`config.mk`:
```
export PLATFORM = sky130hd
export DESIGN_NAME = ram_port_arbiter_flat
export DESIGN_NICKNAME = d
export VERILOG_FILES = /design/src/rtl/ram_port_arbiter_if.sv /design/src/rtl/ram_port_arbiter.sv /design/src/flat_wrapper.sv
export SDC_FILE = /design/constraint.sdc
export NUM_CORES = 1
export LEC_CHECK = 0
export ABC_AREA = 1
export BUFFER_PORTS_ARGS = -buffer_cell sky130_fd_sc_hd__buf_4
export CORE_ASPECT_RATIO = 2
export CORE_MARGIN = 8
export CORE_UTILIZATION = 30
export DETAILED_ROUTE_END_ITERATION = 10
export GPL_TIMING_DRIVEN = 1
export MAX_ROUTING_LAYER = met4
export PLACE_DENSITY = 0.63
export REMOVE_ABC_BUFFERS = 1
export SKIP_LAST_GASP = 1
export SLEW_MARGIN = 20
export SYNTH_ARGS = -nofsm -noshare
export SYNTH_HDL_FRONTEND = slang
export SYNTH_SLANG_ARGS = --single-unit
```
`constraint.sdc`:
```
create_clock -name clk -period 1.7 [get_ports clk]
set_input_delay 0.085 -clock clk [delete_from_list [all_inputs] [get_ports clk]]
set_output_delay 0.085 -clock clk [all_outputs]
set_load 0.005 [all_outputs]
```
`src/rtl/ram_port_arbiter_if.sv`:
```
// Requester-side bundle for one client of the shared add-and-store RAM.
// The arbiter takes one instance per requester on its slave modport.
interface ram_port_arbiter_if #(
  parameter int ADDR_W = 8,
  parameter int DATA_W = 8
);
  logic              req;
  logic              we;
  logic [ADDR_W-1:0] addr;
  logic [DATA_W-1:0] opa;
  logic [DATA_W-1:0] opb;
  logic              gnt;
  logic              ack;
  logic [DATA_W:0]   rdata;

  modport master (
    output req, we, addr, opa, opb,
    input  gnt, ack, rdata
  );

  modport slave (
    input  req, we, addr, opa, opb,
    output gnt, ack, rdata
  );
endinterface

```
`src/rtl/ram_port_arbiter.sv`:
```
// Two-port arbiter in front of a synchronous add-and-store RAM.
// Sequences grant -> issue -> response per access, plus a full clear.
module ram_port_arbiter #(
  parameter int ADDR_W = 8,
  parameter int DATA_W = 8,
  parameter int FAIR   = 1
) (
  input  logic              clk,
  input  logic              rst,
  ram_port_arbiter_if.slave port_a,
  ram_port_arbiter_if.slave port_b,
  input  logic              clr_req,
  output logic              clr_done,
  output logic              busy,
  output logic              ram_rst,
  output logic              ram_we,
  output logic [ADDR_W-1:0] ram_addr,
  output logic [DATA_W-1:0] ram_din1,
  output logic [DATA_W-1:0] ram_din2,
  input  logic [DATA_W:0]   ram_dout
);

  typedef enum logic [1:0] {
    IDLE,
    ISSUE,
    RESP,
    CLR
  } state_t;

  state_t state;
  state_t state_nx;

  logic              gnt_a_q;
  logic              gnt_b_q;
  logic              ack_a_q;
  logic              ack_b_q;
  logic [DATA_W:0]   rdata_a_q;
  logic [DATA_W:0]   rdata_b_q;
  logic              owner_b;
  logic              op_we;
  logic              last_b;

  logic              gnt_a_d;
  logic              gnt_b_d;
  logic              ack_a_d;
  logic              ack_b_d;
  logic [DATA_W:0]   rdata_a_d;
  logic [DATA_W:0]   rdata_b_d;
  logic              owner_b_d;
  logic              op_we_d;
  logic              last_b_d;
  logic              clr_done_d;
  logic              busy_d;
  logic              ram_rst_d;
  logic              ram_we_d;
  logic [ADDR_W-1:0] addr_d;
  logic [DATA_W-1:0] din1_d;
  logic [DATA_W-1:0] din2_d;

  logic take_clr;
  logic take_req;
  logic sel_b;

  // clr_req is still high in the clr_done cycle; don't clear twice
  assign take_clr = clr_req && !clr_done;
  assign take_req = port_a.req || port_b.req;

  always_comb begin
    sel_b = 1'b0;
    if (FAIR != 0)
      sel_b = port_b.req && (!port_a.req || !last_b);
    else
      sel_b = port_b.req && !port_a.req;
  end

  always_ff @(posedge clk) begin
    if (rst) begin
      state     <= IDLE;
      gnt_a_q   <= 1'b0;
      gnt_b_q   <= 1'b0;
      ack_a_q   <= 1'b0;
      ack_b_q   <= 1'b0;
      rdata_a_q <= '0;
      rdata_b_q <= '0;
      owner_b   <= 1'b0;
      op_we     <= 1'b0;
      last_b    <= 1'b1;
      clr_done  <= 1'b0;
      busy      <= 1'b0;
      ram_rst   <= 1'b0;
      ram_we    <= 1'b0;
      ram_addr  <= '0;
      ram_din1  <= '0;
      ram_din2  <= '0;
    end else begin
      state     <= state_nx;
      gnt_a_q   <= gnt_a_d;
      gnt_b_q   <= gnt_b_d;
      ack_a_q   <= ack_a_d;
      ack_b_q   <= ack_b_d;
      rdata_a_q <= rdata_a_d;
      rdata_b_q <= rdata_b_d;
      owner_b   <= owner_b_d;
      op_we     <= op_we_d;
      last_b    <= last_b_d;
      clr_done  <= clr_done_d;
      busy      <= busy_d;
      ram_rst   <= ram_rst_d;
      ram_we    <= ram_we_d;
      ram_addr  <= addr_d;
      ram_din1  <= din1_d;
      ram_din2  <= din2_d;
    end
  end

  always_comb begin
    state_nx = state;
    unique case (state)
      IDLE: begin
        priority case (1'b1)
          take_clr: state_nx = CLR;
          take_req: state_nx = ISSUE;
          default:  state_nx = IDLE;
        endcase
      end
      ISSUE:   state_nx = RESP;
      RESP:    state_nx = IDLE;
      CLR:     state_nx = IDLE;
      default: state_nx = IDLE;
    endcase
  end

  always_comb begin
    gnt_a_d    = 1'b0;
    gnt_b_d    = 1'b0;
    ack_a_d    = 1'b0;
    ack_b_d    = 1'b0;
    clr_done_d = 1'b0;
    ram_rst_d  = 1'b0;
    ram_we_d   = 1'b0;
    rdata_a_d  = rdata_a_q;
    rdata_b_d  = rdata_b_q;
    owner_b_d  = owner_b;
    op_we_d    = op_we;
    last_b_d   = last_b;
    addr_d     = ram_addr;
    din1_d     = ram_din1;
    din2_d     = ram_din2;
    busy_d     = (state_nx != IDLE);
    unique case (state)
      IDLE: begin
        priority case (1'b1)
          take_clr: ram_rst_d = 1'b1;
          take_req: begin
            owner_b_d = sel_b;
            op_we_d   = sel_b ? port_b.we   : port_a.we;
            addr_d    = sel_b ? port_b.addr : port_a.addr;
            din1_d    = sel_b ? port_b.opa  : port_a.opa;
            din2_d    = sel_b ? port_b.opb  : port_a.opb;
            ram_we_d  = op_we_d;
            gnt_a_d   = !sel_b;
            gnt_b_d   = sel_b;
          end
          default: ;
        endcase
      end
      RESP: begin
        ack_a_d  = !owner_b;
        ack_b_d  = owner_b;
        last_b_d = owner_b;
        if (!op_we) begin
          if (owner_b)
            rdata_b_d = ram_dout;
          else
            rdata_a_d = ram_dout;
        end
      end
      CLR:     clr_done_d = 1'b1;
      default: ;
    endcase
  end

  assign port_a.gnt   = gnt_a_q;
  assign port_b.gnt   = gnt_b_q;
  assign port_a.ack   = ack_a_q;
  assign port_b.ack   = ack_b_q;
  assign port_a.rdata = rdata_a_q;
  assign port_b.rdata = rdata_b_q;

endmodule

```
`src/flat_wrapper.sv`:
```
// flat-port wrapper written by rule: the top's interface ports become plain ports
module ram_port_arbiter_flat 
#(
  parameter int ADDR_W = 8,
  parameter int DATA_W = 8,
  parameter int FAIR   = 1
)
  (clk, rst, clr_req, clr_done, busy, ram_rst, ram_we, ram_addr, ram_din1, ram_din2, ram_dout, port_a_req, port_a_we, port_a_addr, port_a_opa, port_a_opb, port_a_gnt, port_a_ack, port_a_rdata, port_b_req, port_b_we, port_b_addr, port_b_opa, port_b_opb, port_b_gnt, port_b_ack, port_b_rdata);
  ram_port_arbiter_if #(.ADDR_W(ADDR_W), .DATA_W(DATA_W)) port_a_i ();
  ram_port_arbiter_if #(.ADDR_W(ADDR_W), .DATA_W(DATA_W)) port_b_i ();
  input  logic clk;
  input  logic rst;
  input  logic clr_req;
  output logic clr_done;
  output logic busy;
  output logic ram_rst;
  output logic ram_we;
  output logic [ADDR_W-1:0] ram_addr;
  output logic [DATA_W-1:0] ram_din1;
  output logic [DATA_W-1:0] ram_din2;
  input  logic [DATA_W:0] ram_dout;
  input wire logic [$bits(port_a_i.req)-1:0] port_a_req;
  input wire logic [$bits(port_a_i.we)-1:0] port_a_we;
  input wire logic [$bits(port_a_i.addr)-1:0] port_a_addr;
  input wire logic [$bits(port_a_i.opa)-1:0] port_a_opa;
  input wire logic [$bits(port_a_i.opb)-1:0] port_a_opb;
  output wire logic [$bits(port_a_i.gnt)-1:0] port_a_gnt;
  output wire logic [$bits(port_a_i.ack)-1:0] port_a_ack;
  output wire logic [$bits(port_a_i.rdata)-1:0] port_a_rdata;
  input wire logic [$bits(port_b_i.req)-1:0] port_b_req;
  input wire logic [$bits(port_b_i.we)-1:0] port_b_we;
  input wire logic [$bits(port_b_i.addr)-1:0] port_b_addr;
  input wire logic [$bits(port_b_i.opa)-1:0] port_b_opa;
  input wire logic [$bits(port_b_i.opb)-1:0] port_b_opb;
  output wire logic [$bits(port_b_i.gnt)-1:0] port_b_gnt;
  output wire logic [$bits(port_b_i.ack)-1:0] port_b_ack;
  output wire logic [$bits(port_b_i.rdata)-1:0] port_b_rdata;
  assign port_a_i.req = port_a_req;
  assign port_a_i.we = port_a_we;
  assign port_a_i.addr = port_a_addr;
  assign port_a_i.opa = port_a_opa;
  assign port_a_i.opb = port_a_opb;
  assign port_a_gnt = port_a_i.gnt;
  assign port_a_ack = port_a_i.ack;
  assign port_a_rdata = port_a_i.rdata;
  assign port_b_i.req = port_b_req;
  assign port_b_i.we = port_b_we;
  assign port_b_i.addr = port_b_addr;
  assign port_b_i.opa = port_b_opa;
  assign port_b_i.opb = port_b_opb;
  assign port_b_gnt = port_b_i.gnt;
  assign port_b_ack = port_b_i.ack;
  assign port_b_rdata = port_b_i.rdata;
  ram_port_arbiter #(.ADDR_W(ADDR_W), .DATA_W(DATA_W), .FAIR(FAIR)) u_core (.clk(clk), .rst(rst), .port_a(port_a_i), .port_b(port_b_i), .clr_req(clr_req), .clr_done(clr_done), .busy(busy), .ram_rst(ram_rst), .ram_we(ram_we), .ram_addr(ram_addr), .ram_din1(ram_din1), .ram_din2(ram_din2), .ram_dout(ram_dout));
endmodule
```
After elaboration in Yosys (flattened, before gate mapping):

Index checks and enable logic that the tools add are counted.

* reduce and logical (&&, ||, !) cells: 18
* equality and inequality tests: 3
* bitwise gates (word level): 6
* mux-type cells: 9

Operator list (number)
* two-way mux 8 bit: 3
* AND reduction 3 bit: 3
* NOT 1 bit: 6
* case mux 2 bit (3 select lines): 1
* OR reduction 2 bit: 3
* zero test 1 bit: 5
* == test 2 bit, second input constant: 2
* two-way mux 1 bit: 4
* OR reduction 4 bit: 1
* == test 2 x 1 -> 1 bit, second input constant: 1
* logical AND 1 bit: 2
* zero test 2 bit: 1
* logical OR 1 bit: 2
* two-way mux 2 bit: 1
* nonzero test 2 bit: 1

* register bits after elaboration: 55
* bits of input ports: 64
* word-level logic and storage cells: 53

Longest topological paths before layout:

Gate-level depths: netlist of the first run.

* depth after elaboration: 5
* mapped depth: 7
* gate-level depth less buffers: 7

Worst setup path after synthesis of the first run:

No wires, ideal clock.

* kind: register to register
* from: register u_core.clr_done
* to: register u_core.ram_addr[0]
* required time: 1.588 ns
* setup slack: 0.543 ns
* stages on the path, launching flop included: 7
* period minus slack after synthesis: 1.157 ns
* arrival: 1.045 ns
* path through: dfxtp_1 inv_1 a21oi_1 clkbuf_1 nand3_1 nor2_1 nor2_1

* longest elaborated chain between the ends: 4

Ends and longest elaborated chain
* start, declared: RTL line ram_port_arbiter.sv:13 `output logic clr_done,`
* start signal, assigned: RTL line ram_port_arbiter.sv:106 `clr_done <= clr_done_d;`
* zero test 1 bit: RTL line ram_port_arbiter.sv:65 `assign take_clr = clr_req && !clr_done;`
* logical AND 1 bit: RTL line ram_port_arbiter.sv:65
* NOT 1 bit (no source line)
* AND reduction 3 bit (no source line)
* end signal, assigned: RTL line ram_port_arbiter.sv:110 `ram_addr <= addr_d;`
* end, declared: RTL line ram_port_arbiter.sv:17 `output logic [ADDR_W-1:0] ram_addr,`

Every way passes these cells.
A chain may end at the register's enable or synchronous reset.

Worst setup path in the final report of the first run:

* from: register u_core.state[0]
* to: register u_core.rdata_a_q[1], in the netlist u_core.port_a.rdata[1]

* longest elaborated chain between the ends: 2

Ends and longest elaborated chain
* start, declared: RTL line ram_port_arbiter.sv:30 `state_t state;`
* start signal, assigned: RTL line ram_port_arbiter.sv:96 `state <= state_nx;`
* == test 2 bit: RTL line ram_port_arbiter.sv:150 `unique case (state)`
* AND reduction 3 bit (no source line)
* end signal, assigned: RTL line ram_port_arbiter.sv:101 `rdata_a_q <= rdata_a_d;`
* end, declared: RTL line ram_port_arbiter.sv:37 `logic [DATA_W:0] rdata_a_q;`

Every way passes these cells.

==> run summary, run 1 <==
power density relative to cell area - 940 nW/um^2
CP endpoint kind - register
antenna violations before repair - 0
worst-case vdd ir drop - 0.410 mV
Post-Synthesis Cell Area - 2490 sq um
overall overflow remaining after global route - 0
dpl hpwl - 6030 microns
global-route wire length before repair - 12900 microns
Floorplan Core Area - 8170 sq um
number of enable flip-flop cells after synthesis - 0
timing-limited maximum frequency - 745 MHz
Antenna Diode Count - 0
clock buffers created by TritonCTS - 5
most area-consuming cells after synthesis - sky130_fd_sc_hd__dfxtp_1 (44%), sky130_fd_sc_hd__nor2_1 (16%), sky130_fd_sc_hd__nand2_1 (14%)
Fin. Hold Viols - 0
worst skew pair latency - 0.29 ns
cts repair resizes - 0
pin count of the biggest net entering global routing - 37
number of DRC markers in iteration 0 - 106
data arrival at the endpoint of the critical path - 1.53 ns
number of port buffers - 113
CTS Hold Bufs - 1
yosys warns - 0
floorplan die height - 145 microns
Min-Delay Endpoint - u_core.port_a.rdata[6]
vias in the first global route - 2711
CTS H-tree lvls - 2
total track usage - 14.1%
total non-filler cell area in the finished layout - 3660 sq um
Final Routed Wirelength - 7800 microns
area used by sequential logic in the layout - 1100 sq um
crit path setup slack, layout - 0.358 ns
end of the worst register-to-register path - u_core.port_a.rdata[1]
clock root buffer - sky130_fd_sc_hd__clkbuf_16
clk sink count - 55
worst hold path stage count - 3
DP Worst Slack - 0.357 ns
Worst Hold Margin - 0.0490 ns
proportion of layout cells with a drive suffix above 1 - 27.5%
initial core utilization - 30.5%
gate count after technology mapping - 390
number of nets in the layout - 565
horizontal die dimension - 80.5 microns
most frequent cell after synthesis - sky130_fd_sc_hd__nor2_1
proportion of netlist area held by the largest area contributor - 44.2%
top cell types by occurrence after synthesis - sky130_fd_sc_hd__nor2_1 (103), sky130_fd_sc_hd__nand2_1 (92), sky130_fd_sc_hd__dfxtp_1 (55)
number of max-cap violations - 0
cell taking the most area after synthesis - sky130_fd_sc_hd__dfxtp_1
number of cells in the finished layout apart from fillers - 600
reg2reg start - u_core.state[0]
average instance area after synthesis - 6.39 sq um
final setup vio count - 0
DR vias - 2633
distinct cell type count of the synthesized netlist - 19
maximum buffer depth of the clock tree - 2
Hold Startpoint - ram_dout[6]
TritonCTS clock tree - yes
final period utilization - 78.9%
proportion of synthesized flip-flops having asynchronous set or reset - 0%
worst slew slack as a fraction of its limit - 68.0%
total negative slack for setup checks - 0 ns
DR DRC count - 0
Area Overhead vs Synth - 46.9%
count of pins on the block boundary - 114
Placed Cells - 591
Worst setup SP type - register
result of the run - finished clean
sequential fraction of the synthesis area - 44.2%
Core Rows - 47
router iterations before antenna repair - 4
clock period minus worst slack - 1.34 ns
transition at the pin with the smallest max-transition slack - 0.479 ns
standard cell area after detailed placement - 3460 sq um
setup bufs post-CTS - 0
RSZ-0062 raised after global routing - no
area of the die - 11700 sq um
leakage power total - 1.93 nW
final weighted congestion in routability-driven placement - 0.804
via density per instance - 4.39
fill cell total of the finished layout - 842
worst setup path category - register to register
clock slew seen by the registers of the worst setup and hold paths - 0.07 ns
Post-Route Skew - 0.00628 ns
flop and latch count out of synthesis - 55
largest driver fanout on the critical path - 10
Register-to-Register Path Depth - 7
post-route antenna net violation count - 0
average wire per cell in the routed design - 13.0 microns
most common flop cell mapped by yosys - sky130_fd_sc_hd__dfxtp_1
combined area of the multi-input logic cells - 1130 sq um
data required time at the worst endpoint - 1.88 ns
min-delay worst type - primary input to register
final-report max-slew violation count - 0
setup slack of the worst register-to-register path - 0.36 ns
==> layout by cell type (no fill, tap or decap), drive strengths merged <==
master	synthesis	layout
buf	8	119
nor2	106	106
nand2	93	93
dfxtp	55	55
inv	53	53
nand3	42	42
nand3b	9	9
o21ai	9	9
clkbuf	8	5
nor3	3	3
bufinv	0	2
a21oi	2	2
clkinv	1	1
a31oi	1	1
clkinvlp	0	1
dlygate4sd3	0	1
==> critical path, cell delays in order, from the launching register on <==
cell and delay [ns]:
sky130_fd_sc_hd__dfxtp_1 0.37, sky130_fd_sc_hd__inv_1 0.08, sky130_fd_sc_hd__nand2_1 0.15, sky130_fd_sc_hd__inv_2 0.05
sky130_fd_sc_hd__nand2_1 0.25, sky130_fd_sc_hd__inv_2 0.15, sky130_fd_sc_hd__nor2_1 0.12, sky130_fd_sc_hd__nor2_1 0.05
==> through the flow <==
| step | util [%] | total power [mW] |
|---|---|---|
| final | 44.8 | 3.44 |
| after CTS | 44.8 | 3.49 |
| after detailed placement | 42.3 | 2.15 |
| after floorplan | - | 1.78 |
| after global routing | 44.8 | 3.65 |
| after global placement | 42.3 | 2.15 |
==> final cells by class <==
type / count / share of cell area, %
Sequential cell: 55 / 30.1
Tap cell: 98 / 3.35
Multi-Input combinational cell: 265 / 30.8
Inverter: 54 / 5.53
Clock buffer: 5 / 3.42
Timing Repair Buffer: 120 / 25.0
Clock inverter: 3 / 1.84
==> cell families after synthesis <==
logic type             synth area share, %
AOI/OAI and AO/OA                     2.46
buffers and inverters                 10.8
DFF                                   44.2
and+or+nand+nor                       42.5
==> flip-flops by register name (all words and copies together) (netlist names), 2 cells and up <==
signal	cells
u_core.port_a.rdata	9
u_core.port_b.rdata	9
u_core.ram_addr	8
u_core.ram_din1	8
u_core.ram_din2	8
u_core.state	2
==> layer usage <==
metal  vias to the layer above  share of wire [%]  global-route usage, %
li1                       1399                  -                      -
met1                      1129                 37                   14.4
met2                        96                 55                   24.9
met3                         9                5.5                   2.60
met4                         0                2.3                   5.96
met5                         -                  0                      -
==> how the worst max path moves through the flow <==
| stage | startpoint | to | slack (ns) | cells past startpoint |
|---|---|---|---|---|
| 3_3_place_gp | u_core.state[0] | u_core.port_a.rdata[1] | 0.38 | 7 |
| 3_5_place_dp | u_core.state[0] | u_core.port_a.rdata[0] | 0.36 | 7 |
| 5_1_grt | u_core.state[0] | u_core.port_a.rdata[0] | 0.18 | 7 |
| 2_1_floorplan | u_core.clr_done | u_core.ram_addr[0] | 0.16 | 5 |
| 4_1_cts | u_core.state[0] | u_core.port_a.rdata[0] | 0.33 | 7 |
| 6_report | u_core.state[0] | u_core.port_a.rdata[1] | 0.36 | 7 |
==> power by group <==
group / total, mW / internal, mW / switching (mW)
logic: 0.675 / 0.333 / 0.342
clock network: 1.33 / 0.845 / 0.487
registers: 1.44 / 1.38 / 0.0531
(Power assumes the default switching activity.)
==> run 2, diff against run 1 <==
clock period = 1.4 ns   (was 1.7 ns; I/O delays follow)
==> run 2 against run 1 <==
  * Global-route usage is 0.070 points higher
  * Fmax is 7.2% higher
  * Hold slack worse by 0.013 ns
  * First-iteration DRC count is 43% lower
  * Design area is 0.89% higher
  * Largest cell class unchanged
==> run summary, run 2 (synthesis gave the netlist of run 1 again) <==
number of port buffers - 113 (unchanged)
clk sink count - 55 (unchanged)
clock buffers created by TritonCTS - 5 (unchanged)
Area Overhead vs Synth - 48.2%
fill cell total of the finished layout - 865 (+2.7%)
DP Worst Slack - 0.0414 ns (-0.316 ns)
Hold Startpoint - ram_dout[4]
reg2reg start - u_core.state[0]
worst path bufs/invs - 2 (-1)
global-route wire length before repair - 12900 microns (+0.54%)
standard cell area after detailed placement - 3520 sq um (+1.7%)
clock slew seen by the registers of the worst setup and hold paths - 0.07 ns (about the same)
result of the run - finished clean
Top delay family on crit path - simple AND/OR/NAND/NOR gates
count of pins on the block boundary - 114 (unchanged)
Fin. Hold Viols - 0 (unchanged)
floorplan die height - 145 microns (unchanged)
leakage power total - 1.94 nW (+0.54%)
CTS H-tree lvls - 2 (unchanged)
total non-filler cell area in the finished layout - 3690 sq um (+0.89%)
worst setup path category - register to register
core utilization of the finished layout - 45.2% (+0.40 points)
number of DRC markers in iteration 0 - 60 (-43%)
final period utilization - 89.4% (+10 points)
post-route antenna net violation count - 0 (unchanged)
Post-Route Skew - 0.00442 ns (-0.00186 ns)
pin count of the biggest net entering global routing - 23 (-38%)
Worst setup SP type - register
transition at the pin with the smallest max-transition slack - 0.389 ns (-0.0894 ns)
min-delay worst type - primary input to register
Final Routed Wirelength - 7780 microns (-0.22%)
router iterations before antenna repair - 7 (+3)
TritonCTS clock tree - yes
crit path setup slack, layout - 0.148 ns (-0.210 ns)
Core Rows - 47 (unchanged)
Worst Hold Margin - 0.0359 ns (-0.0131 ns)
number of cells in the finished layout apart from fillers - 603 (+0.50%)
initial core utilization - 30.5% (unchanged)
timing-limited maximum frequency - 799 MHz (+7.2%)
setup bufs post-CTS - 0 (unchanged)
via density per instance - 4.45 (+1.4%)
RSZ-0062 raised after global routing - no
data required time at the worst endpoint - 1.63 ns (-0.25 ns)
number of nets in the layout - 568 (+0.53%)
largest driver fanout on the critical path - 9 (-1)
dpl hpwl - 6250 microns (+3.8%)
Antenna Diode Count - 0 (unchanged)
number of max-cap violations - 0 (unchanged)
worst skew pair latency - 0.29 ns (about the same)
average wire per cell in the routed design - 12.9 microns (-0.71%)
overall overflow remaining after global route - 0 (unchanged)
total negative slack for setup checks - 0 ns (unchanged)
maximum buffer depth of the clock tree - 2 (unchanged)
clock period minus worst slack - 1.25 ns (-0.0901 ns)
power density relative to cell area - 1060 nW/um^2 (+12%)
source of the critical timing path - u_core.state[0]
vias in the first global route - 2813 (+3.8%)
CP cell instances - inv_1 > nand2_1 > inv_2 > nand2_1 > nor2_4 > nor2_1 > nor2_1
DR DRC count - 0 (unchanged)
final weighted congestion in routability-driven placement - 0.787 (-2.2%)
final-report max-slew violation count - 0 (unchanged)
largest stage delay on the critical path - 0.33 ns (-0.04 ns)
area of the die - 11700 sq um (unchanged)
clock root buffer - sky130_fd_sc_hd__clkbuf_16
antenna violations before repair - 0 (unchanged)
final setup vio count - 0 (unchanged)
DR vias - 2682 (+1.9%)
proportion of layout cells with a drive suffix above 1 - 28.1% (+0.63 points)
data arrival at the endpoint of the critical path - 1.48 ns (-0.05 ns)
slowest cell on the critical path - sky130_fd_sc_hd__dfxtp_1
horizontal die dimension - 80.5 microns (unchanged)
CP endpoint kind - register
sum of internal, switching and leakage power - 3.90 mW (+13%)
most used cells in the layout excluding fill and tap cells - sky130_fd_sc_hd__buf_4 (118), sky130_fd_sc_hd__nor2_1 (102), sky130_fd_sc_hd__nand2_1 (91)
worst-case vdd ir drop - 0.469 mV (+14%)
worst slew slack as a fraction of its limit - 74.0% (+6.0 points)
total track usage - 14.2% (+0.070 points)
Floorplan Core Area - 8170 sq um (unchanged)
Placed Cells - 594 (+0.51%)
leading cell type in the layout, fill and taps excluded - sky130_fd_sc_hd__buf_4
-- run 2: timing repair --
action,4_1_cts,5_1_grt
resized for setup,0,4
setup endpoints to repair,0,17
hold endpoints to repair,2,0
hold buffers,1,0
-- run 2: metal layers --
metal  GRT usage [%]  part of all wire [%]
met1            13.1                    36
met2            26.5                    56
met3            2.60                   5.4
met4            6.06                   2.8
met5               -                     0
-- run 2: worst register-to-register path: stages, from the launching register on --
cell,delay (ns)
sky130_fd_sc_hd__dfxtp_1,0.33
sky130_fd_sc_hd__inv_1,0.10
sky130_fd_sc_hd__nand2_1,0.13
sky130_fd_sc_hd__inv_2,0.09
sky130_fd_sc_hd__nand2_1,0.11
sky130_fd_sc_hd__nor2_4,0.26
sky130_fd_sc_hd__nor2_1,0.07
sky130_fd_sc_hd__nor2_1,0.11
-- run 2: worst paths after layout --
| kind | to | slack, ns | cells past startpoint |
|---|---|---|---|
| max | u_core.port_b.rdata[1] | 0.15 | 7 |
| min reg2reg | u_core.ram_addr[5] | 0.46 | 2 |
| min | u_core.port_a.rdata[4] | 0.04 | 3 |
| max reg2reg | u_core.port_b.rdata[1] | 0.15 | 7 |
-- run 2: cell type report --
cell class              instances  area, sq um  area share, %
multi-input cells             265         1140           30.8
well taps                      98          123           3.32
clock buffers                   5          125           3.39
inverters                      54          205           5.55
flip-flops and latches         55         1100           29.8
clock inverters                 3         27.5          0.745
repair buffers                123          976           26.4
-- run 2: where the power goes --
group          leakage [nW]  internal, mW  total, mW  switching [mW]
registers             0.450          1.68       1.75          0.0675
logic                  1.42         0.435      0.862           0.427
clock network        0.0723         0.683       1.29           0.607
==> run 3, diff against run 2 <==
ABC_AREA = unset   (was 1)
PLACE_DENSITY = 0.64   (was 0.63)
==> run 3 against run 2 <==
  * Register-to-register slack got worse by 0.09 ns
  * Largest cell class unchanged
  * Total power increased by 1.2%
  * Highest routed layer unchanged
  * Via count is 12% lower
==> run summary, run 3 <==
result of the run - finished clean
initial core utilization - 30.9% (+0.42 points)
data arrival at the endpoint of the critical path - 1.56 ns (+0.08 ns)
Core Rows - 46 (-2.1%)
distinct cell type count of the synthesized netlist - 35 (+16)
Floorplan Core Area - 7890 sq um (-3.5%)
Register-to-Register Path Depth - 5 (-2)
Worst setup SP type - register
combinational family with the most area after synthesis - compound AO/OA/AOI/OAI gates
CTS Hold Bufs - 0 (-1)
most area-consuming cells after synthesis - sky130_fd_sc_hd__dfxtp_1 (45%), sky130_fd_sc_hd__nand2_1 (13%), sky130_fd_sc_hd__a311oi_2 (12%)
Antenna Diode Count - 0 (unchanged)
clock slew seen by the registers of the worst setup and hold paths - 0.07 ns (about the same)
most used cells in the layout excluding fill and tap cells - sky130_fd_sc_hd__buf_4 (126), sky130_fd_sc_hd__nand2_1 (84), sky130_fd_sc_hd__dfxtp_1 (53)
overall overflow remaining after global route - 0 (unchanged)
clock root buffer - sky130_fd_sc_hd__clkbuf_16
final weighted congestion in routability-driven placement - 0.728 (-7.5%)
Min-Delay Endpoint - u_core.port_b.rdata[0]
compound-cell area share of the yosys netlist - 27.5% (+25 points)
proportion of layout cells with a drive suffix above 1 - 44.3% (+16 points)
leading cell type in the layout, fill and taps excluded - sky130_fd_sc_hd__buf_4
number of max-cap violations - 0 (unchanged)
via density per instance - 4.96 (+12%)
proportion of netlist area held by the largest area contributor - 45.2% (+1.0 points)
total track usage - 13.5% (-0.72 points)
cell taking the most area after synthesis - sky130_fd_sc_hd__dfxtp_1
vias in the first global route - 2420 (-14%)
DR vias - 2358 (-12%)
final-report max-slew violation count - 0 (unchanged)
pin count of the biggest net entering global routing - 34 (+48%)
count of pins on the block boundary - 114 (unchanged)
RSZ-0062 raised after global routing - yes
timing-limited maximum frequency - 746 MHz (-6.7%)
number of enable flip-flop cells after synthesis - 0 (unchanged)
crit path setup slack, layout - 0.0587 ns (-0.0893 ns)
reg2reg start - u_core.state[0]
Post-Synthesis Cell Area - 2440 sq um (-2.2%)
fraction of the mapped netlist area in simple logic gates - 19.1% (-23 points)
horizontal die dimension - 79.7 microns (-0.89%)
DR DRC count - 0 (unchanged)
clock buffers created by TritonCTS - 5 (unchanged)
Hold Startpoint - ram_dout[0]
worst-case vdd ir drop - 0.457 mV (-2.5%)
Final Routed Wirelength - 7820 microns (+0.48%)
clk sink count - 55 (unchanged)
power density relative to cell area - 1090 nW/um^2 (+3.4%)
largest driver fanout on the critical path - 5 (-4)
maximum buffer depth of the clock tree - 2 (unchanged)
Worst Hold Margin - 0.0377 ns (+0.00174 ns)
transition at the pin with the smallest max-transition slack - 0.364 ns (-0.0256 ns)
router iterations before antenna repair - 4 (-3)
dpl hpwl - 5830 microns (-6.8%)
worst hold path stage count - 3 (unchanged)
XOR/XNOR Fraction of Synth Area - 0% (unchanged)
final period utilization - 95.8% (+6.4 points)
Fin. Hold Viols - 0 (unchanged)
end of the worst register-to-register path - u_core.port_b.rdata[1]
sequential fraction of the synthesis area - 45.2% (+1.0 points)
post-route antenna net violation count - 0 (unchanged)
global-route wire length before repair - 12000 microns (-7.1%)
proportion of synthesized flip-flops having asynchronous set or reset - 0% (unchanged)
most frequent cell after synthesis - sky130_fd_sc_hd__nand2_1
final setup vio count - 0 (unchanged)
fill cell total of the finished layout - 772 (-11%)
area of the die - 11400 sq um (-1.9%)
clock period minus worst slack - 1.34 ns (+0.0893 ns)
top cell types by occurrence after synthesis - sky130_fd_sc_hd__nand2_1 (84), sky130_fd_sc_hd__dfxtp_1 (55), sky130_fd_sc_hd__a31oi_1 (25)
worst setup path category - register to register
CTS H-tree lvls - 2 (unchanged)
average wire per cell in the routed design - 16.5 microns (+28%)
Post-Route Skew - 0.00886 ns (+0.00444 ns)
flop and latch count out of synthesis - 55 (unchanged)
setup slack of the worst register-to-register path - 0.06 ns (-0.09 ns)
average instance area after synthesis - 9.13 sq um (+43%)
fraction of the mapped netlist area in adder cells - 0% (unchanged)
number of DRC markers in iteration 0 - 91 (+52%)
TritonCTS clock tree - yes
number of port buffers - 113 (unchanged)
min-delay worst type - primary input to register
data required time at the worst endpoint - 1.62 ns (about the same)
worst skew pair latency - 0.29 ns (about the same)
worst slew slack as a fraction of its limit - 75.1% (+1.1 points)
most common flop cell mapped by yosys - sky130_fd_sc_hd__dfxtp_1
Area Overhead vs Synth - 48.4%
gate count after technology mapping - 267 (-32%)
number of nets in the layout - 442 (-22%)
leakage power total - 1.53 nW (-21%)
CP endpoint kind - register
sum of internal, switching and leakage power - 3.95 mW (+1.2%)
total negative slack for setup checks - 0 ns (unchanged)
DP Worst Slack - 0.00490 ns (-0.0365 ns)
share of synthesized area spent on multiplexers - 0.411% (+0.41 points)
floorplan die height - 143 microns (-0.99%)
yosys warns - 0 (unchanged)
antenna violations before repair - 0 (unchanged)
-- run 3: cell types whose count changed after synthesis, moves of 9 or more --
| cell | change |
|---|---|
| sky130_fd_sc_hd__inv_1 | -47 |
| sky130_fd_sc_hd__nor2_1 | -101 |
| sky130_fd_sc_hd__o21ai_0 | -9 |
| sky130_fd_sc_hd__nand3b_1 | -9 |
| sky130_fd_sc_hd__nand3_1 | -40 |
| sky130_fd_sc_hd__a21oi_1 | +18 |
| sky130_fd_sc_hd__a311oi_2 | +19 |
| sky130_fd_sc_hd__a31oi_1 | +24 |
-- run 3: layout make-up --
class | instances | area (sq um) | area share, %
multi-input cells | 182 | 1160 | 32.2
flip-flops and latches | 55 | 1100 | 30.5
repair buffers | 132 | 1070 | 29.5
clock buffers | 8 | 156 | 4.32
well taps | 96 | 120 | 3.32
inverters | 2 | 7.51 | 0.208
-- run 3: routing by layer --
layer	share of wire [%]	up-vias	global-route usage, %
li1	-	1172	-
met1	37	1094	13.1
met2	55	80	24.4
met3	5.5	12	3.57
met4	2.1	0	5.31
met5	0	-	-
-- run 3: metrics by stage --
| step | util, % | instance area, sq um | instances |
|---|---|---|---|
| finish | 45.9 | 3620 | 475 |
| floorplan | - | 2250 | 239 |
| CTS | 45.6 | 3600 | 474 |
| global route | 45.9 | 3620 | 475 |
| detailed placement | 43.6 | 3440 | 466 |
| global placement | 43.6 | 3440 | 466 |
-- run 3: cell families after synthesis --
kind of cell	count (synthesis)
simple gates	104
compound gates	77
flops	55
buf+inv	30
mux	1
-- run 3: how the worst max path moves through the flow --
stage	start	endpoint	slack (ns)	depth (start not counted)
after floorplan	u_core.clr_done	u_core.ram_addr[0]	-0.36	3
after global placement	u_core.state[1]	u_core.port_a.rdata[3]	0.05	3
after detailed placement	u_core.state[1]	u_core.port_a.rdata[5]	0.005	3
after CTS	u_core.state[1]	u_core.ram_din1[1]	0.06	4
after global routing	u_core.state[0]	u_core.port_b.rdata[5]	-0.03	5
final	u_core.state[0]	u_core.port_b.rdata[1]	0.06	5
-- run 3: repair_timing --
item                                    4_1_cts  5_1_grt
gates cloned                                  0        1
endpoints found under the setup margin        3       13
setup buffers                                 0        0
gates resized for setup                       1        5
-- run 3: worst max-delay path, stage by stage, from the launching register on --
cell and delay, ns:
sky130_fd_sc_hd__dfxtp_2 0.35, sky130_fd_sc_hd__buf_4 0.16, sky130_fd_sc_hd__nor4bb_4 0.36, sky130_fd_sc_hd__buf_4 0.22
sky130_fd_sc_hd__nand2_1 0.06, sky130_fd_sc_hd__a21oi_1 0.11
-- run 3: power breakdown --
group	leakage, nW	switching (mW)	internal [mW]
Clock	0.0772	0.541	0.763
Sequential	0.451	0.0628	1.68
Combinational	0.998	0.425	0.479
Total	1.53	1.03	2.92
